## src/rtl/keypad_scanner.sv

```systemverilog
// 4x4 hex keypad scanner: column-multiplexed row sampling, debounced press/release, one pulse per press.
// Optional KEYPAD_SHIFT_EN keeps the last four accepted codes in a 16-bit digit shift register.
module keypad_scanner #(
    parameter int SCAN_DIV       = 100000,
    parameter int DEBOUNCE_SCANS = 4
) (
    input  logic        clk,
    input  logic        rst,
    input  logic [3:0]  row_in,
    output logic [3:0]  col_out,
    output logic [3:0]  key_code,
    output logic        key_valid,
    output logic        key_held,
    output logic        multi_key,
    output logic [15:0] digits
);

    localparam int DIV_W = $clog2(SCAN_DIV);
    localparam int CNT_W = $clog2(DEBOUNCE_SCANS + 1);
    localparam logic [DIV_W-1:0] DIV_LAST = DIV_W'(SCAN_DIV - 1);
    localparam logic [CNT_W-1:0] DB_LAST  = CNT_W'(DEBOUNCE_SCANS);
    localparam logic [CNT_W-1:0] CNT_ONE  = CNT_W'(1);

    typedef enum logic [1:0] {IDLE, DEBOUNCE, PRESSED, RELEASE} state_t;

    state_t           state, state_nx;
    logic [3:0]       row_s1, row_s2;
    logic [DIV_W-1:0] div_cnt;
    logic [1:0]       col_idx;
    logic [15:0]      map, cur_map;
    logic             sample, scan_done;
    logic [4:0]       n_keys;
    logic [3:0]       scan_code;
    logic             scan_none, scan_single;
    logic [CNT_W-1:0] cnt, cnt_nx, cnt_inc;
    logic [3:0]       cand, cand_nx;
    logic             accept;

    function automatic logic [3:0] key_lut(input logic [3:0] idx);
        case (idx)
            4'd0:  key_lut = 4'h1;  4'd1:  key_lut = 4'h2;  4'd2:  key_lut = 4'h3;  4'd3:  key_lut = 4'hA;
            4'd4:  key_lut = 4'h4;  4'd5:  key_lut = 4'h5;  4'd6:  key_lut = 4'h6;  4'd7:  key_lut = 4'hB;
            4'd8:  key_lut = 4'h7;  4'd9:  key_lut = 4'h8;  4'd10: key_lut = 4'h9;  4'd11: key_lut = 4'hC;
            4'd12: key_lut = 4'h0;  4'd13: key_lut = 4'hF;  4'd14: key_lut = 4'hE;  default: key_lut = 4'hD;
        endcase
    endfunction

    always_ff @(posedge clk) begin
        if (rst) begin
            row_s1 <= 4'hF;
            row_s2 <= 4'hF;
        end else begin
            row_s1 <= row_in;
            row_s2 <= row_s1;
        end
    end

    assign sample    = (div_cnt == DIV_LAST);
    assign scan_done = sample && (col_idx == 2'd3);
    assign col_out   = ~(4'b0001 << col_idx);

    always_ff @(posedge clk) begin
        if (rst) begin
            div_cnt <= '0;
            col_idx <= 2'd0;
        end else if (sample) begin
            div_cnt <= '0;
            col_idx <= col_idx + 2'd1;
        end else begin
            div_cnt <= div_cnt + 1'b1;
        end
    end

    // Current column's rows merged into the key map; on scan_done this is the complete scan.
    always_comb begin
        cur_map = map;
        if (sample)
            for (int r = 0; r < 4; r++)
                cur_map[{2'(r), col_idx}] = ~row_s2[r];
    end

    always_comb begin
        n_keys    = '0;
        scan_code = 4'h0;
        for (int i = 0; i < 16; i++) begin
            n_keys = n_keys + {4'b0, cur_map[i]};
            if (cur_map[i]) scan_code = key_lut(4'(i));
        end
    end

    assign scan_none   = (n_keys == 5'd0);
    assign scan_single = (n_keys == 5'd1);
    assign cnt_inc     = cnt + CNT_ONE;

    always_comb begin
        state_nx = state;
        cnt_nx   = cnt;
        cand_nx  = cand;
        accept   = 1'b0;
        if (scan_done) begin
            case (state)
                IDLE: if (scan_single) begin
                    cand_nx = scan_code;
                    if (DB_LAST == CNT_ONE) begin
                        state_nx = PRESSED;
                        accept   = 1'b1;
                    end else begin
                        state_nx = DEBOUNCE;
                        cnt_nx   = CNT_ONE;
                    end
                end
                DEBOUNCE: begin
                    if (!scan_single) begin
                        state_nx = IDLE;
                        cnt_nx   = '0;
                    end else if (scan_code != cand) begin
                        cand_nx = scan_code;
                        cnt_nx  = CNT_ONE;
                    end else if (cnt_inc == DB_LAST) begin
                        state_nx = PRESSED;
                        cnt_nx   = '0;
                        accept   = 1'b1;
                    end else begin
                        cnt_nx = cnt_inc;
                    end
                end
                PRESSED: if (scan_none) begin
                    if (DB_LAST == CNT_ONE) begin
                        state_nx = IDLE;
                    end else begin
                        state_nx = RELEASE;
                        cnt_nx   = CNT_ONE;
                    end
                end
                default: begin
                    // Any key during release debounce resumes the held press without a new pulse.
                    if (!scan_none) begin
                        state_nx = PRESSED;
                        cnt_nx   = '0;
                    end else if (cnt_inc == DB_LAST) begin
                        state_nx = IDLE;
                        cnt_nx   = '0;
                    end else begin
                        cnt_nx = cnt_inc;
                    end
                end
            endcase
        end
    end

    always_ff @(posedge clk) begin
        if (rst) begin
            state     <= IDLE;
            cnt       <= '0;
            cand      <= 4'h0;
            map       <= '0;
            key_code  <= 4'h0;
            key_valid <= 1'b0;
            multi_key <= 1'b0;
        end else begin
            state     <= state_nx;
            cnt       <= cnt_nx;
            cand      <= cand_nx;
            map       <= cur_map;
            key_valid <= accept;
            if (accept)    key_code  <= cand_nx;
            if (scan_done) multi_key <= (n_keys > 5'd1);
        end
    end

    assign key_held = (state == PRESSED) || (state == RELEASE);

`ifdef KEYPAD_SHIFT_EN
    always_ff @(posedge clk) begin
        if (rst)         digits <= 16'h0000;
        else if (accept) digits <= {digits[11:0], cand_nx};
    end
`else
    assign digits = 16'h0000;
`endif

endmodule

```

## config.mk

```make
export PLATFORM = sky130hd
export DESIGN_NAME = keypad_scanner
export DESIGN_NICKNAME = d
export VERILOG_FILES = /design/src/rtl/keypad_scanner.sv
export SDC_FILE = /design/constraint.sdc
export NUM_CORES = 1
export LEC_CHECK = 0
export CAP_MARGIN = 30
export CORE_MARGIN = 2
export CORE_UTILIZATION = 25
export DETAILED_ROUTE_END_ITERATION = 8
export PLACE_DENSITY_LB_ADDON = 0.05
export SYNTH_ARGS = -nofsm -noshare
export SYNTH_HDL_FRONTEND = slang
export SYNTH_SLANG_ARGS = --single-unit
```

## constraint.sdc

```tcl
create_clock -name clk -period 7.16 [get_ports clk]
set_input_delay 1.432 -clock clk [delete_from_list [all_inputs] [get_ports clk]]
set_output_delay 1.432 -clock clk [all_outputs]
set_load 0.02 [all_outputs]
```

# --- Word-level counts from Yosys, hierarchy flattened ---
# Cells that the tools add are included.
totals:
  register_bits: 58
  in_bits: 6
  out_inout_bits: 27
  wordCells: 122
classes:
  addsub: 18
  n_lt_le_gt_ge: 9
  n_eq_ne: 13
  n_shift: 1
  mux: 54
  bitwise_logic: 5
  reduce_logical: 11
ops:
  columns: ["op", "n"]
  rows:
  - ["$mux 4", 19]
  - ["$bwmux 16", 4]
  - ["$add 5x1->5", 11]
  - ["$mux 3", 6]
  - ["$add 17x1->17 const B", 1]
  - ["$eq 17x17->1 const B", 1]
  - ["$mux 16", 1]
  - ["$mux 2", 7]
  - ["$lt 4x5->1 const B", 2]
  - ["$mux 1", 10]
  - ["$pmux 3 s3", 1]
  - ["$demux 1 s2", 4]
  - ["$ge 4x1->1 const B", 2]
  - ["$pmux 4 s2", 1]
  - ["$eq 2x2->1 const B", 3]
  - ["$ne 3x3->1 const B", 2]
  - ["$pmux 2 s3", 1]
  - ["$reduce_and 6->1", 1]
  - ["$add 4x1->5", 1]
  - ["$eq 5x1->1 const B", 1]
  - ["$gt 5x1->1 const B", 1]
  - ["$logic_and 1x1->1", 5]
  - ["$logic_not 5->1", 1]
  - ["$lt 2x5->1 const B", 1]
  - ["other kinds (20)", 24]

# --- Longest topological paths before layout ---
# Gate-level depths: netlist of the first run.
logic_depth:
  depth_word: 30
  ltp_mapped: 26
  ltp_nobuf: 25

# --- Least setup slack after synthesis of the first run ---
# No wires, ideal clock.
synth_timing:
  path_kind: "flip-flop to flip-flop"
  startpoint: "reg div_cnt[5]"
  endpoint: "reg state[0]"
  setup_time_ns: 0.123
  arrival_ns: 6.975
  t_required_ns: 7.037
  setup_slack_ns: 0.061
  path_stages_with_launch: 23
  path_buffers: 2
  synth_period_minus_slack_ns: 7.099
  path_cell_list: "dfxtp_1 -> or4b_4 -> or4_4 -> buf_6 -> buf_12 -> nor2_8 -> mux2_2 -> fa_1 -> fa_1 -> fa_1 -> fa_1 -> ha_1 -> inv_1 -> fa_1 -> a2111oi_0 -> a21oi_1 -> nor4b_1 -> nand2b_1 -> a21o_1 -> a21oi_2 -> o2111ai_1 -> o21ai_2 -> mux2_1"
synth_between:
  elab_chain_len: 21
  word_cells_on_any_way: 46
  cone_classes: "15 x add/sub; 8 x eq/ne; 20 x mux; 3 x reduce/logical"
synth_lines:
  columns: ["element", "line_no", "rtl"]
  rows:
  - ["from (decl)", "28", "logic [DIV_W-1:0] div_cnt;"]
  - ["from (signal assigned)", "70", "div_cnt <= div_cnt + 1'b1;"]
  - ["$eq 17x17->1 *", "58", "assign sample = (div_cnt == DIV_LAST);"]
  - ["$mux 16 *", "77", "if (sample)"]
  - ["net cur_map[0]", "30", "logic [15:0] map, cur_map;"]
  - ["branches (longest 19 deep; another with $add 4x1->5)", null, null]
  - ["to (signal assigned)", "161", "state <= state_nx;"]
  - ["to (decl)", "26", "state_t state, state_nx;"]
# Mark *: on every way through the listed nets, which the timed path passes.
# A chain may end at the register's enable or synchronous reset.

# --- Worst setup path in the final report of the first run ---
layout_timing:
  startpoint: "reg div_cnt[5]"
  endpoint: "reg state[1]"
layout_between:
  word_cells_on_any_way: 46
  cone_classes: "15 x add/sub; 8 x eq/ne; 20 x mux; 3 x reduce/logical"
layout_rtl:
  columns: ["element", "line_no", "rtl"]
  rows:
  - ["$eq 17x17->1 *", "58", null]
  - ["$mux 16 *", "77", null]
  - ["net cur_map[11]", "30", null]
  - ["$add 5x1->5 or $mux 4 (tied branches) (5 in a row)", "86, 87", null]
  - ["$eq 5x1->1, or another cell as far along", "92", "assign scan_single = (n_keys == 5'd1);"]
  - ["$ne 3x3->1 (no line), or another cell as far along", null, null]
  - ["$reduce_and 6->1 (no line) or $pmux 2 s3 (tied branches)", null, null]
# Mark *: on every way through the listed nets, which the timed path passes. The rest lies on a longest branch.

==> qor.csv, run 1 <==
metric,value,unit
status,completed,
power_density,184.1,mW/mm^2
area_delta_synth_final,17.86,%
finalCritPeriodShare,95.17,%
wl,10.23,mm
critPathMaxStageDelay,0.69,ns
grt_overflow,0,
cts_buffer_depth,2,
grt_max_degree,49,
dp.cells,636,
cts_tree,done,
ant_nets,0,
h-tree-depth,3,
synth_top_area_cell,dfxtp_1,
switching_share,20.63,%
drive_gt1_share,16.63,%
cts.sinks,58,
hp-class,reg2reg,
fin_crit,6.814,ns
synth_area_per_cell,8.690,um^2
rows,45,
cp.arrival,7.04,ns
cap_violations,0,
yosys.area.top_type_share,30.58,%
synth_cell_types,82,
dr.pass1.iters,4,
final_cell_mix,"58 x dfxtp_1, 55 x nor2_1, 37 x inv_1",
final.setup.tns,0,ns
slew_headroom,59.00,%
rsz0062_at_grt,no,
pwr-share-comb,2.6,%
p_int,0.6539,mW
fp.dieH,127.2,um
layout_commonest_cell,dfxtp_1,
wl_per_cell,15.56,um
vias,3084,
final.setup_skew,0.01058,ns
final_hold_viol_count,0,
root_buffer,clkbuf_16,
n_antenna_cell,0,
crit_slowest_cell,or4_4,
n_fill_cell,1585,
hpwl,7.390,mm
vias_per_cell,4.694,
required,7.39,ns
insertion_delay,0.34,ns
ys.flop_type,dfxtp_1,
core,0.01503,mm^2
cts_hold_buf,0,
routabilityCongestion,0.7755,
peakVddDrop,0.09884,mV
ios,33,
dieArea,0.01619,mm^2
cts_buffers,9,
grt_pass1_vias,2968,
pwr-share-clk,57.3,%
nets,499,
worstMarginPinSlew,0.6151,ns
grt_pass1_wl,16.24,mm
synth-edff-count,0,
drtIter0Drc,190,
drc,0,
yosysSeqAreaShare,30.58,%
maxSlewViolCount,0,
max_freq,146.8,MHz
dpl_cell_area,0.004083,mm^2
track_usage,13.21,%
async_flop_share,0,%
leakage,1.829,nW
clk_pin_slew,0.06,ns
setup_violations,0,
synthTopCellsByArea,"dfxtp_1 31%, ha_1 5.9%, nor2_1 5.4%",
netlist_area,0.003797,mm^2
start_util,25.26,%
critical_path.max_fanout,8,
fin_cells,657,
p_seq_share,40.1,%
endpoint_kind,flop,
port_buffers,16,
ys_warn_count,0,
whs,0.4035,ns
antenna_found_initial,0,
synthCells,437,
worstSetupPathType,reg2reg,
die_width,127.2,um
final_area,0.004476,mm^2
crit_top_cell,fa_1,
cp_cell_sequence,or4b_4 -> or4_4 -> o21ai_2 -> and2_2 -> inv_1 -> fa_1 -> inv_1 -> fa_1 -> inv_1 -> fa_1 -> fa_1 -> ha_1 -> inv_1 -> fa_1 -> a2111oi_2 -> a21oi_1 -> nor4b_1 -> buf_4 -> nand2b_1 -> a21o_1 -> a21oi_2 -> o2111ai_1 -> o21ai_2 -> mux2_1,
ys_ff_latch,58,
critPathLaunchType,flop,
p_switching,0.1699,mW
power groups by stage:
| stage | Sequential (mW) | Clock, mW | Combinational [mW] |
|---|---|---|---|
| 6_report | 0.330 | 0.472 | 0.0214 |
| 3_5_place_dp | 0.337 | 0 | 0.0218 |
| 5_1_grt | 0.330 | 0.504 | 0.0240 |
| 4_1_cts | 0.330 | 0.490 | 0.0218 |
| 2_1_floorplan | 0.335 | 0 | 0.0239 |
| 3_3_place_gp | 0.337 | 0 | 0.0220 |
layout make-up:
| class | count | area, um^2 | share of cell area [%] |
|---|---|---|---|
| repair buffers | 27 | 250.2 | 5.591 |
| flip-flops and latches | 58 | 1161 | 25.94 |
| well taps | 188 | 235.2 | 5.256 |
| clock buffers | 13 | 260.3 | 5.815 |
| clock inverters | 2 | 60.06 | 1.342 |
| multi-input cells | 327 | 2346 | 52.42 |
| inverters | 42 | 162.7 | 3.634 |
cells in the mapped netlist (all sizes together) (5+ instances only):
master and count:
xor2 10, nand2b 6, a211oi 7, nor2 58
xnor2 5, a21o 5, nand2 26, clkbuf 6
or2 11, o21ai 20, nor3 13, dfxtp 58
nand3 17, and3 5, fa 10, a21oi 24
inv 39, nor2b 8, buf 20, ha 18
state kept, by name, summed over array words and instances (netlist names):
register and cells:
cand 4, cnt 3, col_idx 2, div_cnt 17, key_code 4, key_valid 1
map 16, multi_key 1, row_s1 4, row_s2 4, state 2
per-stage QoR:
stage | total power, mW | util [%] | setup slack, ns
3_5_place_dp | 0.3584 | 27.16 | 0.2695
2_1_floorplan | 0.3594 | - | 0.06146
4_1_cts | 0.8419 | 29.29 | 0.2228
6_report | 0.8238 | 29.77 | 0.3457
3_3_place_gp | 0.3587 | 27.16 | 0.2794
5_1_grt | 0.8583 | 29.77 | 0.01966
routing by layer:
layer | vias up | global-route usage [%] | wire (um)
li1 | 1545 | - | -
met1 | 1485 | 17.36 | 5034
met2 | 43 | 20.84 | 4699
met3 | 11 | 3.769 | 306
met4 | 0 | 4.590 | 184
met5 | - | 0 | 0
path summary, 6_finish.rpt:
kind	startpoint	to	slack, ns	cells after the start
worst min-delay path	row_s1[0]	row_s2[0]	0.40	1
worst max register to register	div_cnt[5]	state[1]	0.35	24
worst min register to register	row_s1[0]	row_s2[0]	0.40	1
worst max-delay path	div_cnt[5]	state[1]	0.35	24
logic make-up (layout without fill, tap and decap cells):
family	count (synthesis)	count (layout)	share of synthesized area (%)
AOI/OAI and AO/OA	97	97	19.38
xor gates and xnor gates	15	15	3.459
adders and majority gates	28	28	11.20
buffers and inverters	68	84	9.720
DFF	58	58	30.58
muxes	3	3	0.8896
other	1	16	0.09875
and+or+nand+nor	167	168	24.68
worst max-delay path, delay by kind of cell, from the launching register on:
kind / cells / cell delay [ns]
compound gates: 7 / 1.14
flops: 1 / 0.35
mux: 1 / 0.33
buf+inv: 5 / 0.48
simple gates: 5 / 1.87
fa+ha+maj: 6 / 2.52
timing repair:
action,4_1_cts,5_1_grt
buffers inserted,0,5
setup endpoints to repair,0,2
resized for setup,0,5
Power figures use the tool's default switching activity.
==> inputs of run 2 (changes only) <==
--- a/config.mk
+++ b/config.mk
@@ -8,6 +8,7 @@
 export CAP_MARGIN = 30
 export CORE_MARGIN = 2
 export CORE_UTILIZATION = 25
+export CTS_CLUSTER_DIAMETER = 40
 export DETAILED_ROUTE_END_ITERATION = 8
 export PLACE_DENSITY_LB_ADDON = 0.05
 export SYNTH_ARGS = -nofsm -noshare
==> results of run 2 <==
The final DEF is identical to that of run 1; final timing and power are the same.
